===== config.mk =====
export PLATFORM = sky130hd
export DESIGN_NAME = neural_network_layer_feeder
export DESIGN_NICKNAME = d
export VERILOG_FILES = /design/src/rtl/neural_network_pkg.sv /design/src/rtl/neural_network_feeder_buf.sv /design/src/rtl/neural_network_layer_feeder.sv
export SDC_FILE = /design/constraint.sdc
export NUM_CORES = 1
export LEC_CHECK = 0
export BUFFER_PORTS_ARGS = -buffer_cell sky130_fd_sc_hd__buf_2
export CAP_MARGIN = 20
export CORE_MARGIN = 1.5
export CORE_UTILIZATION = 30
export DETAILED_ROUTE_END_ITERATION = 12
export GPL_TIMING_DRIVEN = 0
export SYNTH_ARGS = -nofsm -noshare
export SYNTH_HDL_FRONTEND = slang
export SYNTH_SLANG_ARGS = --single-unit
export TNS_END_PERCENT = 100

===== constraint.sdc =====
create_clock -name clk -period 1.95 [get_ports clk]
set_input_delay 0.2925 -clock clk [delete_from_list [all_inputs] [get_ports clk]]
set_output_delay 0.2925 -clock clk [all_outputs]
set_load 0.02 [all_outputs]

===== src/rtl/neural_network_pkg.sv =====
// Shared types for the layer feeder: data width, fixed-point format and feeder FSM states.
`default_nettype none

package neural_network_pkg;

  localparam int DATA_W    = 8;
  localparam int FRAC_BITS = 4;

  typedef logic signed [DATA_W-1:0] data_t;

  typedef enum logic [1:0] {
    FILL = 2'd0,
    LRST = 2'd1,
    REQ  = 2'd2,
    OUT  = 2'd3
  } feeder_state_e;

endpackage

`default_nettype wire


===== src/rtl/neural_network_feeder_buf.sv =====
// Input-vector register file: one write port, combinational indexed read (0 beyond N_IN).
`default_nettype none

module neural_network_feeder_buf
  import neural_network_pkg::*;
#(
  parameter int N_IN  = 2,
  parameter int DW    = DATA_W,
  parameter int IDX_W = 1
) (
  input  logic                 clk,
  input  logic                 rst,
  input  logic                 wr_en_i,
  input  logic [IDX_W-1:0]     wr_idx_i,
  input  logic signed [DW-1:0] wr_data_i,
  input  logic [IDX_W-1:0]     rd_idx_i,
  output logic signed [DW-1:0] rd_data_o
);

  localparam int DEPTH = 1 << IDX_W;

  logic signed [DW-1:0] ent [DEPTH];

  // Slots past N_IN are tied to zero so out-of-range reads need no compare.
  for (genvar i = 0; i < DEPTH; i++) begin : g_entry
    if (i < N_IN) begin : g_live
      logic signed [DW-1:0] entry_q;
      always_ff @(posedge clk or posedge rst) begin
        if (rst) begin
          entry_q <= '0;
        end else if (wr_en_i && (wr_idx_i == IDX_W'(i))) begin
          entry_q <= wr_data_i;
        end
      end
      assign ent[i] = entry_q;
    end else begin : g_pad
      assign ent[i] = '0;
    end
  end

  assign rd_data_o = ent[rd_idx_i];

endmodule

`default_nettype wire


===== src/rtl/neural_network_layer_feeder.sv =====
// Drives one layer: buffers an input vector, pulses layer reset, requests, and returns the result on a stream.
`default_nettype none

module neural_network_layer_feeder
  import neural_network_pkg::*;
#(
  parameter int N_IN       = 2,
  parameter int DW         = DATA_W,
  parameter int IDX_W      = 1,
  parameter int RST_CYCLES = 2,
  parameter int TIMEOUT    = 64
) (
  input  logic                 clk,
  input  logic                 rst,
  input  logic                 in_valid,
  input  logic signed [DW-1:0] in_data,
  output logic                 in_ready,
  output logic                 layer_rst,
  output logic                 layer_req,
  input  logic [IDX_W-1:0]     layer_idx,
  output logic signed [DW-1:0] layer_data,
  input  logic                 layer_ack,
  input  logic signed [DW-1:0] layer_result,
  output logic                 out_valid,
  output logic signed [DW-1:0] out_data,
  output logic                 out_err,
  input  logic                 out_ready,
  output logic [15:0]          infer_count
);

  localparam int RC_W = (RST_CYCLES > 1) ? $clog2(RST_CYCLES) : 1;
  localparam int TO_W = $clog2(TIMEOUT);

  feeder_state_e        state_q;
  logic [IDX_W-1:0]     wptr_q;
  logic [RC_W-1:0]      rcnt_q;
  logic [TO_W-1:0]      tcnt_q;
  logic                 in_ready_q;
  logic                 lrst_q;
  logic                 req_q;
  logic                 out_valid_q;
  logic signed [DW-1:0] out_data_q;
  logic                 out_err_q;
  logic [15:0]          infer_count_q;
  logic                 wr_en;

  assign wr_en = (state_q == FILL) && in_valid && in_ready_q;

  neural_network_feeder_buf #(
    .N_IN (N_IN),
    .DW   (DW),
    .IDX_W(IDX_W)
  ) u_buf (
    .clk      (clk),
    .rst      (rst),
    .wr_en_i  (wr_en),
    .wr_idx_i (wptr_q),
    .wr_data_i(in_data),
    .rd_idx_i (layer_idx),
    .rd_data_o(layer_data)
  );

  always_ff @(posedge clk or posedge rst) begin
    if (rst) begin
      state_q       <= FILL;
      wptr_q        <= '0;
      rcnt_q        <= '0;
      tcnt_q        <= '0;
      in_ready_q    <= 1'b1;
      lrst_q        <= 1'b0;
      req_q         <= 1'b0;
      out_valid_q   <= 1'b0;
      out_data_q    <= '0;
      out_err_q     <= 1'b0;
      infer_count_q <= '0;
    end else begin
      case (state_q)
        FILL: begin
          if (in_valid && in_ready_q) begin
            if (wptr_q == IDX_W'(N_IN - 1)) begin
              wptr_q     <= '0;
              in_ready_q <= 1'b0;
              lrst_q     <= 1'b1;
              rcnt_q     <= RC_W'(RST_CYCLES - 1);
              state_q    <= LRST;
            end else begin
              wptr_q <= wptr_q + IDX_W'(1);
            end
          end
        end
        LRST: begin
          if (rcnt_q == '0) begin
            lrst_q  <= 1'b0;
            req_q   <= 1'b1;
            tcnt_q  <= '0;
            state_q <= REQ;
          end else begin
            rcnt_q <= rcnt_q - RC_W'(1);
          end
        end
        REQ: begin
          // A late ack on the final timeout cycle still delivers real data.
          if (layer_ack) begin
            out_data_q  <= layer_result;
            out_err_q   <= 1'b0;
            req_q       <= 1'b0;
            out_valid_q <= 1'b1;
            state_q     <= OUT;
          end else if (tcnt_q == TO_W'(TIMEOUT - 1)) begin
            out_data_q  <= '0;
            out_err_q   <= 1'b1;
            req_q       <= 1'b0;
            out_valid_q <= 1'b1;
            state_q     <= OUT;
          end else begin
            tcnt_q <= tcnt_q + TO_W'(1);
          end
        end
        OUT: begin
          if (out_ready) begin
            out_valid_q   <= 1'b0;
            in_ready_q    <= 1'b1;
            infer_count_q <= infer_count_q + 16'd1;
            state_q       <= FILL;
          end
        end
        default: state_q <= FILL;
      endcase
    end
  end

  assign in_ready    = in_ready_q;
  assign layer_rst   = rst | lrst_q;
  assign layer_req   = req_q;
  assign out_valid   = out_valid_q;
  assign out_data    = out_data_q;
  assign out_err     = out_err_q;
  assign infer_count = infer_count_q;

endmodule

`default_nettype wire


### Word-level counts from Yosys, hierarchy flattened

Index checks and enable logic that the tools add are counted.

| word-level totals | value |
|---|---|
| flip-flop bits (word level) | 55 |
| input port bits | 22 |

| operators by class | value |
|---|---|
| $add $sub $neg | 4 |
| $lt $le $gt $ge | 1 |
| equality and inequality tests | 11 |
| multiplexer cells | 36 |
| bitwise operators | 3 |
| reduce and logical (&&, ||, !) cells | 21 |

Operators with widths:

| kind | number |
|---|---|
| 2-to-1 mux 8 bit | 5 |
| 2-to-1 mux 6 bit | 3 |
| adder 16 x 1 -> 16 bit (second input constant) | 1 |
| 2-to-1 mux 1 bit | 15 |
| 2-to-1 mux 2 bit | 6 |
| one-hot mux 6 bit (2 select lines) | 1 |
| AND reduction 4 bit | 3 |
| != test 2 bit (second input constant) | 5 |
| one-hot mux 1 bit (2 select lines) | 5 |
| nonzero test 2 bit | 5 |
| AND reduction 3 bit | 3 |
| one-hot mux 2 bit (4 select lines) | 1 |
| adder 6 x 1 -> 6 bit (second input constant) | 1 |
| equality test 6 bit (second input constant) | 1 |
| AND reduction 2 bit | 3 |
| logical AND 1 bit | 5 |
| AND reduction 5 bit | 1 |
| equality test 2 bit (second input constant) | 2 |
| != test 3 bit (second input constant) | 1 |
| equality test 2 x 1 -> 1 bit (second input constant) | 1 |
| >= comparator 2 bit (second input constant) | 1 |
| logical NOT 2 bit | 1 |
| != test 2 x 1 -> 1 bit (second input constant) | 1 |
| NOT 1 -> 2 bit | 1 |
| 4 further kinds | 4 |

### Longest topological paths before layout

| depth | value |
|---|---|
| depth after elaboration | 4 |
| gate-level depth with buffers | 7 |
| gate-level depth less buffers | 6 |

### By module

A second synthesis with hierarchy kept.

| second synthesis, totals | value |
|---|---|
| cell total of the unflattened synthesis | 223 |
| area, all modules | 2,657.5 um2 |

Modules (own cells, without submodules):

| module | instances | cells an instance | area an instance (um2) | seq. area each (um2) |
|---|---|---|---|---|
| neural_network_layer_feeder | 1 | 178 | 1,916.8 | 977.2 |
| neural_network_feeder_buf | 1 | 45 | 740.7 | 400.4 |

### Worst setup path after synthesis

No wires, ideal clock.

| path | value |
|---|---|
| path kind | in2out |
| start point | input rst |
| end point | output layer_rst |
| data arrival time | 1.854 ns |
| data required time | 1.657 ns |
| slack | -0.196 ns |
| stages | 2 |
| path buffers | 0 |
| cells stage by stage | inv_1 > nand2_1 |

| between the ends | value |
|---|---|
| longest elaborated chain between the ends | 1 |

RTL lines:

| item | RTL line | text |
|---|---|---|
| start, declared | neural_network_layer_feeder.sv:14 | `input logic rst,` |
| bitwise OR 1 bit | neural_network_layer_feeder.sv:133 | `assign layer_rst = rst \| lrst_q;` |
| end, declared | neural_network_layer_feeder.sv:18 | `output logic layer_rst,` |

Every way passes these cells.

### Worst setup path in the final report

| path | value |
|---|---|
| start point | register state_q[1] |
| end point | register state_q[1] |

| between the ends | value |
|---|---|
| longest elaborated chain between the ends | 3 |

RTL lines:

| item | RTL line | text |
|---|---|---|
| start, declared | neural_network_layer_feeder.sv:34 | `feeder_state_e state_q;` |
| start signal, assigned | neural_network_layer_feeder.sv:65 | `state_q <= FILL;` |
| start signal, assigned | neural_network_layer_feeder.sv:85 | `state_q <= LRST;` |
| start signal, assigned | neural_network_layer_feeder.sv:96 | `state_q <= REQ;` |
| equality test 2 bit, or another cell as far along | neural_network_layer_feeder.sv:77 | `case (state_q)` |
| != test 3 bit (no source line), or another cell as far along | -- |  |
| AND reduction 5 bit (no source line) | -- |  |

Parallel ways exist; a longest one is shown, timed or not.
A chain may end at the register's enable or synchronous reset.

==> results_dict.tcl <==
set metrics [dict create \
    status "finished, final reports clean" \
    arrival_ps 2070 \
    grt_pass1_wl_um 8290 \
    area_growth_pct 21.4 \
    worst_pin_slew_ps 573 \
    io_pins 59 \
    cp.required_ps 2140 \
    final_layout_size_suffix_gt1_share_pct 34.7 \
    fin_area_mm2 0.00312 \
    ys_types 43 \
    yosys_warnings 0 \
    swShare_pct 20.1 \
    initial_utilization_pct 31.1 \
    die_w_um 95.5 \
    r2r_end "state_q[1]" \
    row_count 33 \
    syn_area_per_cell_um2 12.2 \
    setup_viol 0 \
    synth_seq_cells 55 \
    die_h_um 95.5 \
    maxCapViolCount 0 \
    die_area_mm2 0.00913 \
    multi_input_area_mm2 0.00112 \
    fin_skew_ps 10.5 \
    n_fill_cell 835 \
    cts-htree-levels 2 \
    drtAntennaViolNets 0 \
    io_buffers 57 \
    grt_use_total_pct 11.6 \
    start_kind "flop" \
    p_seq_share_pct 58.8 \
    vias 1810 \
    clk_pin_slew_ps 100 \
    p_clk_share_pct 37.9 \
    via_per_inst 4.74 \
    totalWireLength_um 5040 \
    grt-ovfl-total 0 \
    hold_class "in -> async" \
    hpwl_um 3710 \
    core_area_mm2 0.00826 \
    wl_per_cell_um 13.2 \
    r2r_start "state_q[1]" \
    place_area_mm2 0.00301 \
    cts_buffers 5 \
    post-route-period-util_pct 96.3 \
    netlist_area_mm2 0.00257 \
    cts_root_buf "clkbuf_8" \
    cts.sinks 55 \
    r2r_slack_ps 70 \
    endpoint "state_q[1]" \
    slew_headroom_pct 61.7 \
    reg2reg_depth 6 \
    final.setup.tns_ps 0 \
    antenna_found_initial 0 \
    cp_max_fo 7 \
    p_comb_share_pct 3.2 \
    clk_latency_ps 310 \
    clockBufferDepth 2 \
    synth_nets 240 \
    slew_violations 0 \
    yosysSeqAreaShare_pct 53.6 \
    postCtsSetupBuffers 0 \
    tritoncts "yes" \
    drc_errors 0 \
    hold_viol_final 0 \
    first_global_vias 1769 \
    crit_start "state_q[1]" \
    rsz0062_at_grt "true" \
    n_antenna_cell 0 \
    path_class "reg -> reg" \
    min_period_ps 1880 \
    vdd_drop_max_mv 0.276 \
    register_area_mm2 0.00138 \
    synthCells 211 \
    internal-power_mw 1.55 \
    p_sw_uw 389 \
    gp_congestion 0.718 \
    crit_path_end_kind "flop" \
    first_pass_iters 4 \
    fmax_ghz 0.533 \
    nets 305 \
    drt_iter0_drc 63 \
    grt_max_degree 32 \
    cellLeakagePower_nw 1.65 \
    power_density_mw_per_mm2 621 \
]
==> sequential cells by signal, summed over array words and instances, names as in the netlist <==
name                          flops
infer_count                      16
u_buf.g_entry.g_live.entry_q     16
out_data                          8
tcnt_q                            6
state_q                           2
in_ready                          1
layer_req                         1
lrst_q                            1
out_err                           1
out_valid                         1
rcnt_q                            1
wptr_q                            1
==> synth_stat cells (all sizes together) <==
master,count,area [um^2]
o21ai,6,33.8
xor2,6,52.6
and2,2,12.5
dfrtp,54,1350
nand3,14,70.1
and3,4,30.0
a221o,1,10.0
dfstp,1,26.3
a41oi,2,17.5
inv,11,41.3
ha,7,87.6
a21boi,1,7.51
or2,1,6.26
a21bo,1,10.0
mux2i,1,10.0
o22ai,1,6.26
mux2,26,293
o31ai,1,7.51
a21oi,9,48.8
o2bb2ai,1,8.76
buf,3,21.3
o311ai,1,8.76
a22o,8,70.1
a211oi,1,7.51
nor3,2,21.3
nor2,5,18.8
a31oi,3,33.8
nor4,2,42.5
o32a,1,10.0
nand4,6,43.8
xnor2,9,78.8
nand2,15,56.3
a21o,1,7.51
clkbuf,3,11.3
nor2b,1,6.26
==> per-stage QoR <==
stage          std cells  setup slack (ps)  util, %  power (mW)  hold WS [ps]
3_3_place_gp         373              -282     36.2        1.22           457
2_1_floorplan        211               161        -        1.19           371
3_5_place_dp         374              21.5     36.4        1.23           387
6_report             382              72.2     37.8        1.94          44.5
5_1_grt              382             -61.6     37.8        2.03          71.7
4_1_cts              382              2.91     37.7        1.97          50.7
==> power by group through the flow <==
stage | Clock (mW) | Sequential (mW) | Combinational (mW)
2_1_floorplan | 0 | 1.16 | 0.0261
4_1_cts | 0.769 | 1.14 | 0.0657
5_1_grt | 0.817 | 1.14 | 0.0727
3_5_place_dp | 0 | 1.16 | 0.0659
6_report | 0.735 | 1.14 | 0.0627
3_3_place_gp | 0 | 1.16 | 0.0591
==> worst max-delay path, cell delays in order (launching register included) <==
cell and delay, ps:
dfrtp_1 390, inv_1 90, ha_1 260, and2_1 230, a221o_1 310, a21oi_2 150
mux2_1 330
==> per-layer routing <==
layer	vias up	global-route usage (%)	wire length, um
met2	41	19.4	2410
met4	0	3.19	52
li1	887	-	-
met1	877	15.0	2360
met3	5	2.79	217
met5	-	0	0
==> area by class of cell <==
type | instances | share of cell area, %
inverter | 11 | 1.44
buffer | 6 | 1.08
sequential | 55 | 44.2
multi-input combinational | 139 | 35.9
clock inverter | 1 | 0.963
timing repair buffer | 58 | 9.79
clock buffer | 7 | 2.45
tap | 105 | 4.21
==> cell usage in the layout (no fill, tap or decap), types with 2 or more instances in the layout <==
cell	Yosys	final
buf_2	2	59
dfrtp_1	54	54
mux2_2	17	17
nand2_1	15	15
nand3_1	14	14
inv_1	11	10
mux2_1	9	9
xnor2_1	9	9
a22o_1	8	8
a21oi_1	8	8
xor2_1	6	6
ha_1	7	6
nor2_1	5	5
nand4_1	5	5
o21ai_0	5	5
clkbuf_8	0	5
clkbuf_1	3	4
and3_1	3	3
and2_1	2	2
a31oi_1	2	2
a41oi_1	2	2
nor4_4	2	2
==> worst min-delay path by stage <==
| stage | endpoint | slack (ps) | depth (start not counted) |
|---|---|---|---|
| floorplan | infer_count[0] | 370 | 1 |
| global placement | infer_count[15] | 460 | 1 |
| detailed placement | u_buf.g_entry[1].g_live.entry_q[0] | 390 | 2 |
| CTS | u_buf.g_entry[1].g_live.entry_q[0] | 50 | 2 |
| global route | u_buf.g_entry[0].g_live.entry_q[0] | 70 | 2 |
| finish | u_buf.g_entry[1].g_live.entry_q[0] | 40 | 2 |
==> kinds of logic (layout without fill, tap and decap cells) <==
logic type / count (synthesis) / count (layout) / synth area share [%]
AO/OA/AOI/OAI: 38 / 38 / 11.2
XOR/XNOR: 15 / 15 / 5.11
adder cells (fa/ha/maj): 7 / 7 / 3.41
buffers and inverters: 17 / 83 / 2.87
flip-flops: 55 / 55 / 53.6
multiplexers: 27 / 27 / 11.8
AND/OR/NAND/NOR: 52 / 52 / 12.0
==> timing repair <==
| action | in CTS | in global routing |
|---|---|---|
| gates resized for setup | 0 | 3 |
| endpoints found under the setup margin | 0 | 25 |
| hold buffers | 0 | 0 |
| hold endpoints to repair | 0 | 0 |
(Power assumes the default switching activity.)
